File: src/rtl/prio_rr_arbiter.sv
// 8-way request arbiter: fixed-priority or round-robin winner, registered grant with hold budget.
// Latency: req sampled at a rising edge appears as gnt right after that same edge (1 cycle).
// Backpressure: none; the owner releases by dropping req, or loses the grant when its budget runs out.
module prio_rr_arbiter #(
    parameter int N        = 8,
    parameter int IDX_W    = 3,
    parameter int MAX_HOLD = 16
) (
    input  logic             clk,
    input  logic             rst,
    input  logic [N-1:0]     req,
    input  logic             mode_rr,
    output logic [N-1:0]     gnt,
    output logic [IDX_W-1:0] gnt_idx,
    output logic             gnt_valid
);

    // hold_cnt needs to reach MAX_HOLD; with no limit the counter is unused and kept at zero
    localparam int HC_W = (MAX_HOLD > 0) ? $clog2(MAX_HOLD + 1) : 1;
    localparam logic [HC_W-1:0] HOLD_SAT = (MAX_HOLD > 0) ? HC_W'(MAX_HOLD) : '0;

    typedef enum logic [0:0] {
        IDLE  = 1'b0,
        GRANT = 1'b1
    } state_t;

    state_t            state, state_nxt;
    logic [IDX_W-1:0]  owner, owner_nxt;
    logic [IDX_W-1:0]  ptr, ptr_nxt;
    logic [HC_W-1:0]   hold_cnt, hold_nxt;
    logic              new_gnt;
    logic [IDX_W-1:0]  win;
    logic [N-1:0]      others;
    logic              timeout;
    logic [N-1:0]      gnt_nxt;
    logic [IDX_W-1:0]  idx_nxt;
    logic              valid_nxt;

    // Priority search: fixed mode takes the highest set index; RR mode walks
    // downward from start, wrapping 0 -> N-1 through unsigned index arithmetic.
    function automatic logic [IDX_W-1:0] pick(input logic [N-1:0] v,
                                              input logic [IDX_W-1:0] start,
                                              input logic rr);
        logic [IDX_W-1:0] w;
        logic [IDX_W-1:0] cand;
        logic             found;
        w     = '0;
        found = 1'b0;
        for (int k = 0; k < N; k++) begin
            cand = rr ? (start - IDX_W'(k)) : IDX_W'(N - 1 - k);
            if (!found && v[cand]) begin
                w     = cand;
                found = 1'b1;
            end
        end
        return w;
    endfunction

    assign others = req & ~(N'(1) << owner);
    // ">=" rather than "==" so a saturated counter still yields once a competitor shows up
    assign timeout = (MAX_HOLD > 0) && (int'(hold_cnt) >= MAX_HOLD - 1);

    // State, owner, pointer, hold counter and registered outputs
    always_ff @(posedge clk) begin
        if (rst) begin
            state     <= IDLE;
            owner     <= '0;
            ptr       <= '1;
            hold_cnt  <= '0;
            gnt       <= '0;
            gnt_idx   <= '0;
            gnt_valid <= 1'b0;
        end else begin
            state     <= state_nxt;
            owner     <= owner_nxt;
            ptr       <= ptr_nxt;
            hold_cnt  <= hold_nxt;
            gnt       <= gnt_nxt;
            gnt_idx   <= idx_nxt;
            gnt_valid <= valid_nxt;
        end
    end

    // Next-state: decide on release, timeout hand-over or hold; a new grant rotates ptr
    always_comb begin
        state_nxt = state;
        owner_nxt = owner;
        ptr_nxt   = ptr;
        hold_nxt  = hold_cnt;
        new_gnt   = 1'b0;
        win       = '0;
        case (state)
            IDLE: begin
                if (|req) begin
                    new_gnt   = 1'b1;
                    win       = pick(req, ptr, mode_rr);
                    state_nxt = GRANT;
                end
            end
            GRANT: begin
                if (!req[owner]) begin
                    // release (also covers drop coinciding with timeout): hand over with no bubble
                    if (|req) begin
                        new_gnt = 1'b1;
                        win     = pick(req, ptr, mode_rr);
                    end else begin
                        state_nxt = IDLE;
                    end
                end else if (timeout && (|others)) begin
                    // budget spent: owner sits out this one search only
                    new_gnt = 1'b1;
                    win     = pick(others, ptr, mode_rr);
                end else if (hold_cnt != HOLD_SAT) begin
                    hold_nxt = hold_cnt + HC_W'(1);
                end
            end
            default: state_nxt = IDLE;
        endcase
        if (new_gnt) begin
            owner_nxt = win;
            ptr_nxt   = win - IDX_W'(1);
            hold_nxt  = '0;
        end
    end

    // Output decode of the next state, registered alongside it
    always_comb begin
        gnt_nxt   = '0;
        idx_nxt   = '0;
        valid_nxt = 1'b0;
        if (state_nxt == GRANT) begin
            gnt_nxt   = N'(1) << owner_nxt;
            idx_nxt   = owner_nxt;
            valid_nxt = 1'b1;
        end
    end

endmodule

File: config.mk
export PLATFORM = sky130hd
export DESIGN_NAME = prio_rr_arbiter
export DESIGN_NICKNAME = d
export VERILOG_FILES = /design/src/rtl/prio_rr_arbiter.sv
export SDC_FILE = /design/constraint.sdc
export NUM_CORES = 1
export LEC_CHECK = 0
export ABC_AREA = 1
export BUFFER_PORTS_ARGS = -buffer_cell sky130_fd_sc_hd__buf_2
export CORE_MARGIN = 5
export CORE_UTILIZATION = 55
export CTS_BUF_LIST = sky130_fd_sc_hd__clkbuf_16
export CTS_CLUSTER_SIZE = 8
export DETAILED_ROUTE_END_ITERATION = 12
export PLACE_DENSITY = 0.78
export SKIP_LAST_GASP = 1
export SLEW_MARGIN = 40
export SYNTH_ARGS = -nofsm -noshare
export SYNTH_HDL_FRONTEND = slang
export SYNTH_SLANG_ARGS = --single-unit
File: constraint.sdc
create_clock -name clk -period 2.92 [get_ports clk]
set_input_delay 0.146 -clock clk [delete_from_list [all_inputs] [get_ports clk]]
set_output_delay 0.146 -clock clk [all_outputs]
set_load 0.01 [all_outputs]
# Word level (Yosys, flattened, before mapping)
# Cells that the tools add are included.
[op_classes]
addsub = 9
n_bitwise = 5
magnitude_cmp = 10
n_eq_ne = 1
shift = 2
reduce_logical = 48
muxes = 153
[op_table]
columns = ["cell", "count"]
rows = [
  ["two-way mux 3 bit", 36],
  ["two-way mux 1 bit", 97],
  ["binary-select mux 1 bit (select 3 bit)", 17],
  ["< comparator 3 x 4 -> 1 bit (second input constant)", 9],
  ["logical AND 1 bit", 22],
  ["logical NOT 1 bit", 21],
  ["OR reduction 8 bit", 2],
  ["left shift 1 x 3 -> 8 bit (first input constant)", 2],
  ["subtractor 3 bit (second input constant)", 4],
  ["bitwise AND 8 bit", 1],
  ["NOT 8 bit", 1],
  ["case mux 3 bit (2 select lines)", 1],
  ["subtractor 3 x 1 -> 3 bit (second input constant)", 2],
  ["subtractor 3 x 2 -> 3 bit (second input constant)", 2],
  ["adder 5 x 1 -> 5 bit (second input constant)", 1],
  [">= comparator 5 x 4 -> 1 bit (second input constant)", 1],
  ["inequality test 5 bit (second input constant)", 1],
  ["case mux 1 bit (2 select lines)", 2],
  ["AND reduction 4 bit", 1],
  ["OR reduction 2 bit", 2],
  ["NOT 1 bit", 3],
]
[word_totals]
elab_cells = 235
ff_bits = 24

# Logic depth before layout (Yosys ltp)
[depth]
depth_word = 53
mapped_depth = 22
ltp_nobuf = 22

# Worst setup path before layout
# No wires, ideal clock.
[synth_path]
kind = "register to register"
from = "register ptr[0]"
to = "register ptr[2]"
t_required_ns = 2.805
arrival_time_ns = 2.811
setup_slack_ns = -0.006
path_stages_with_launch = 20
cell_sequence = "dfxtp_1 -> inv_2 -> ha_1 -> nand2_1 -> clkbuf_1 -> nand3_1 -> nand3_1 -> nand2_1 -> nor2_4 -> nand4_2 -> nor2_2 -> nand2_1 -> nand3_1 -> nand3_1 -> nand2_1 -> inv_1 -> ha_1 -> or2_0 -> nand2_1 -> nand2_1"
[synth_between]
elab_chain_cells = 50
word_cells_on_any_way = 193
classes_between = "8 x add/sub; 143 x mux; 42 x reduce/logical"
[synth_rtl]
columns = ["item", "line_no", "text"]
rows = [
  ["start: declaration", "29", "logic [IDX_W-1:0] ptr, ptr_nxt;"],
  ["start signal: assignment", "76", "ptr <= ptr_nxt;"],
  ["two-way mux 3 bit", "50", "cand = rr ? (start - IDX_W'(k)) : IDX_W'(N - 1 - k);"],
  ["binary-select mux 1 bit (select 3 bit)", "51", "if (!found && v[cand]) begin"],
  ["two-way mux 1 bit (not written as such)", "51", ""],
  ["two-way mux 1 bit", "51", ""],
  ["two-way mux 1 bit (on tied branches)", "94, 103, 109", ""],
  ["two-way mux 1 bit", "101", "if (!req[owner]) begin"],
  ["two-way mux 1 bit", "92", "case (state)"],
  ["logical NOT 1 bit", "51", ""],
  ["[... 34 more ...]", "n/a", ""],
  ["two-way mux 1 bit", "92", ""],
  ["logical NOT 1 bit", "51", ""],
  ["logical AND 1 bit", "51", ""],
  ["two-way mux 3 bit", "51", ""],
  ["two-way mux 3 bit (on tied branches)", "103, 109", ""],
  ["two-way mux 3 bit", "101", ""],
  ["case mux 3 bit (2 select lines) (*)", "92", ""],
  ["subtractor 3 x 1 -> 3 bit (*)", "121", "ptr_nxt = win - IDX_W'(1);"],
]
# Mark *: on every way between the ends. The rest lies on a longest branch, timed or not. The select of a mux whose other input is x is not followed.
# A chain may end at the register's enable or synchronous reset.

# Worst setup path in the final report
[layout_path]
from = "register ptr[1]"
to = "register ptr[2]"
# Same word-level chain as after synthesis.

==> flow_summary.ini <==
[setup_path]
start_kind = register
crit_arrival_ps = 3020
crit_required_ps = 3070
cp_slowest_cell = dfxtp_2
criticalPathCategory = register to register
rrSetupSlack_ps = 50
worstPathCellList = buf_4, ha_2, nand2_1, inv_1, nor3_4, buf_4, nand3_1, nand2_2, nor3_4, nand2_2, nor3_2, buf_4, a21oi_2, nand2_2, and2_1, ha_2, or2_0, nand2_1, nand2_1
r2r_cells = 19
r2r_start = ptr[1]
timing.rr.end = ptr[2]
end_kind = register
cp_max_fo = 4
critPathMaxStageDelay_ps = 330

[place]
numPlacedInstances = 526
gp_congestion = 0.9988
pre_cts_slack_ps = 51.75
port_buffers = 22
hpwl_mm = 6.101
placed_area_mm2 = 0.002788

[synth]
yosysMostFrequentCell = nand2_1
yosys_warnings = 0
synth_edf_count = 0
synth_cell_types = 42
syn_area_mm2 = 0.002514
avgSynthCellArea_um2 = 5.726
synth_ff_type = dfxtp_1
synth.top_cell.area_share_pct = 20.91
mappedNetlistNets = 456
synthSimpleGateAreaFrac_pct = 57.49
ys_async_sr_fraction_pct = 0
synth_cells = 439
synth_adder_area_share_pct = 2.987
synth_top_family_by_area = simple AND/OR/NAND/NOR gates
synth_compound_area_share_pct = 9.358
synth-xor-area-share_pct = 0
synthTopCellsByCount = 140 x nand2_1, 86 x nand3_1, 54 x inv_1
synthMuxAreaShare_pct = 0
ys_ff_latch = 23
yosys.area.top_type = nand2_1
yosys-top-cells-area = nand2_1 21%, dfxtp_1 18%, nand3_1 17%, inv_1 8.1%, nor2_1 4.5%
yosysSeqAreaShare_pct = 18.32

[global_routing]
grt_pass1_wl_mm = 12.65
grt_usage_pct = 25.16
antenna_found_initial = 0
overflow = 0
grt_pass1_vias = 2800
grt_max_degree = 15

[sta]
worst_slew_pin_slew_ps = 431.4
timing.final.crit_share_pct = 98.28
setup_tns_ps = 0
clock.fmax_mhz = 348.5
layout_min_cycle_time_ps = 2870
fin_ws_ps = 50.17
setup_viol = 0
drv_slew = 0
slew_headroom_pct = 71.13
fin_hold_ws_ps = 167.9
final-hold-violation-count = 0
finalClockSkew_ps = 2.765

[final_layout]
final_cell_area_mm2 = 0.003079
diodes = 0
ff_latch_area_um2 = 466.7
instances_no_fill = 540
multi_input_area_mm2 = 0.001859
drive_gt1_share_pct = 23.57
utilization_pct = 70.23
area_delta_synth_final_pct = 22.50
layout.nets = 506
fillers = 369

[clocking]
cts_sinks = 23
clk_latency_ps = 260
numCtsBuffers = 3
clk_pin_slew_ps = 60
cts_tree = done
cts_root_buffer = clkbuf_16
htreeDepth = 1
ctsHoldBuffers = 0
clock_path_buffers = 2

[routing]
postRouteAntennaNets = 0
routed-wl-met3_um = 567
route.vias.total = 3127
highest_layer = met4
wl_met2_mm = 3.767
routed_via_density = 5.791
wl_per_cell_um = 14.82
dr.pass1.iters = 5
drc = 0
drt_first_iter_violations = 232
routed_wl_mm = 8.002
wl_met1_mm = 3.389

[hold_path]
hold_depth = 3
whs_endpoint = ptr[2]
min_path_type = input pin to register
hold_path_startpoint = rst

[power_and_ir_drop]
power_mw = 3.225
max-vdd-ir-drop_uv = 621.7
powerDensity_mw_per_mm2 = 1047
p_leak_nw = 1.636

[flow_run]
maxCapViolCount = 0

[die]
pin_count = 23
die_x_um = 77.61
initial_utilization_pct = 57.33
die_height_um = 77.61
die_area_mm2 = 0.006023
core_mm2 = 0.004384
fp-row-count = 24

[outcome]
status = finished clean
per-layer routing:
| metal | vias to the layer above | track usage (%) |
|---|---|---|
| li1 | 1547 | - |
| met1 | 1392 | 33.52 |
| met2 | 155 | 41.82 |
| met3 | 33 | 3.356 |
| met4 | 0 | 8.076 |
| met5 | - | 0 |
how the worst max path moves through the flow:
stage / cells past startpoint / to / from
2_1_floorplan: 19 / ptr[2] / ptr[1]
3_3_place_gp: 22 / ptr[2] / ptr[0]
3_5_place_dp: 22 / ptr[2] / ptr[0]
4_1_cts: 22 / ptr[2] / ptr[0]
5_1_grt: 19 / ptr[2] / ptr[0]
6_report: 19 / ptr[2] / ptr[1]
area by class of cell:
class | count | area share [%]
clock buffers | 3 | 2.438
multi-input cells | 346 | 60.38
inverters | 61 | 7.680
repair buffers | 54 | 12.07
flip-flops and latches | 23 | 15.16
clock inverters | 1 | 0.1625
well taps | 52 | 2.113
kinds of logic after synthesis:
logic type               after synthesis
buffers and inverters                 70
flip-flops                            23
adder cells (fa/ha/maj)                6
AO/OA/AOI/OAI                         39
AND/OR/NAND/NOR                      301
repair_timing:
item / 4_1_cts / 5_1_grt
setup endpoints to repair: 0 / 11
setup buffers: 0 / 9
hold endpoints to repair: 0 / 0
gates resized for setup: 0 / 38
cell usage in the layout, fill, tap and decap left out, types with 3 or more instances in the layout:
| cell type | instances |
|---|---|
| o21ai_0 | 10 |
| buf_4 | 27 |
| buf_6 | 3 |
| nand3_2 | 7 |
| inv_1 | 53 |
| inv_2 | 5 |
| nor2_2 | 5 |
| buf_2 | 23 |
| o21ai_1 | 5 |
| nand2_4 | 3 |
| nand2_1 | 132 |
| inv_4 | 3 |
| nor3_2 | 4 |
| o22ai_1 | 4 |
| clkbuf_16 | 3 |
| nand2_2 | 10 |
| nor2_4 | 3 |
| nor2_1 | 28 |
| nor3_1 | 5 |
| dfxtp_1 | 20 |
| ha_1 | 3 |
| nand4_1 | 12 |
| a21oi_1 | 7 |
| nand3_1 | 80 |
sequential cells by signal, indices dropped and copies added (netlist names):
signal     count
gnt            8
gnt_idx        3
gnt_valid      1
hold_cnt       5
owner          3
ptr            3
power by group:
part | leakage (nW) | total (mW) | internal [mW] | switching [mW]
Combinational | 1.41 | 2.40 | 0.870 | 1.53
Clock | 0.0409 | 0.294 | 0.184 | 0.110
Sequential | 0.189 | 0.527 | 0.429 | 0.0984
Total | 1.64 | 3.22 | 1.48 | 1.74
worst max-delay path, delay by kind of cell (launching register included):
| kind | cells | cell delay, ps |
|---|---|---|
| DFF | 1 | 330 |
| and+or+nand+nor | 12 | 1380 |
| AOI/OAI and AO/OA | 1 | 150 |
| adders and majority gates | 2 | 350 |
| buffers and inverters | 4 | 550 |
Note: power is estimated with default switching activity, not from simulation.
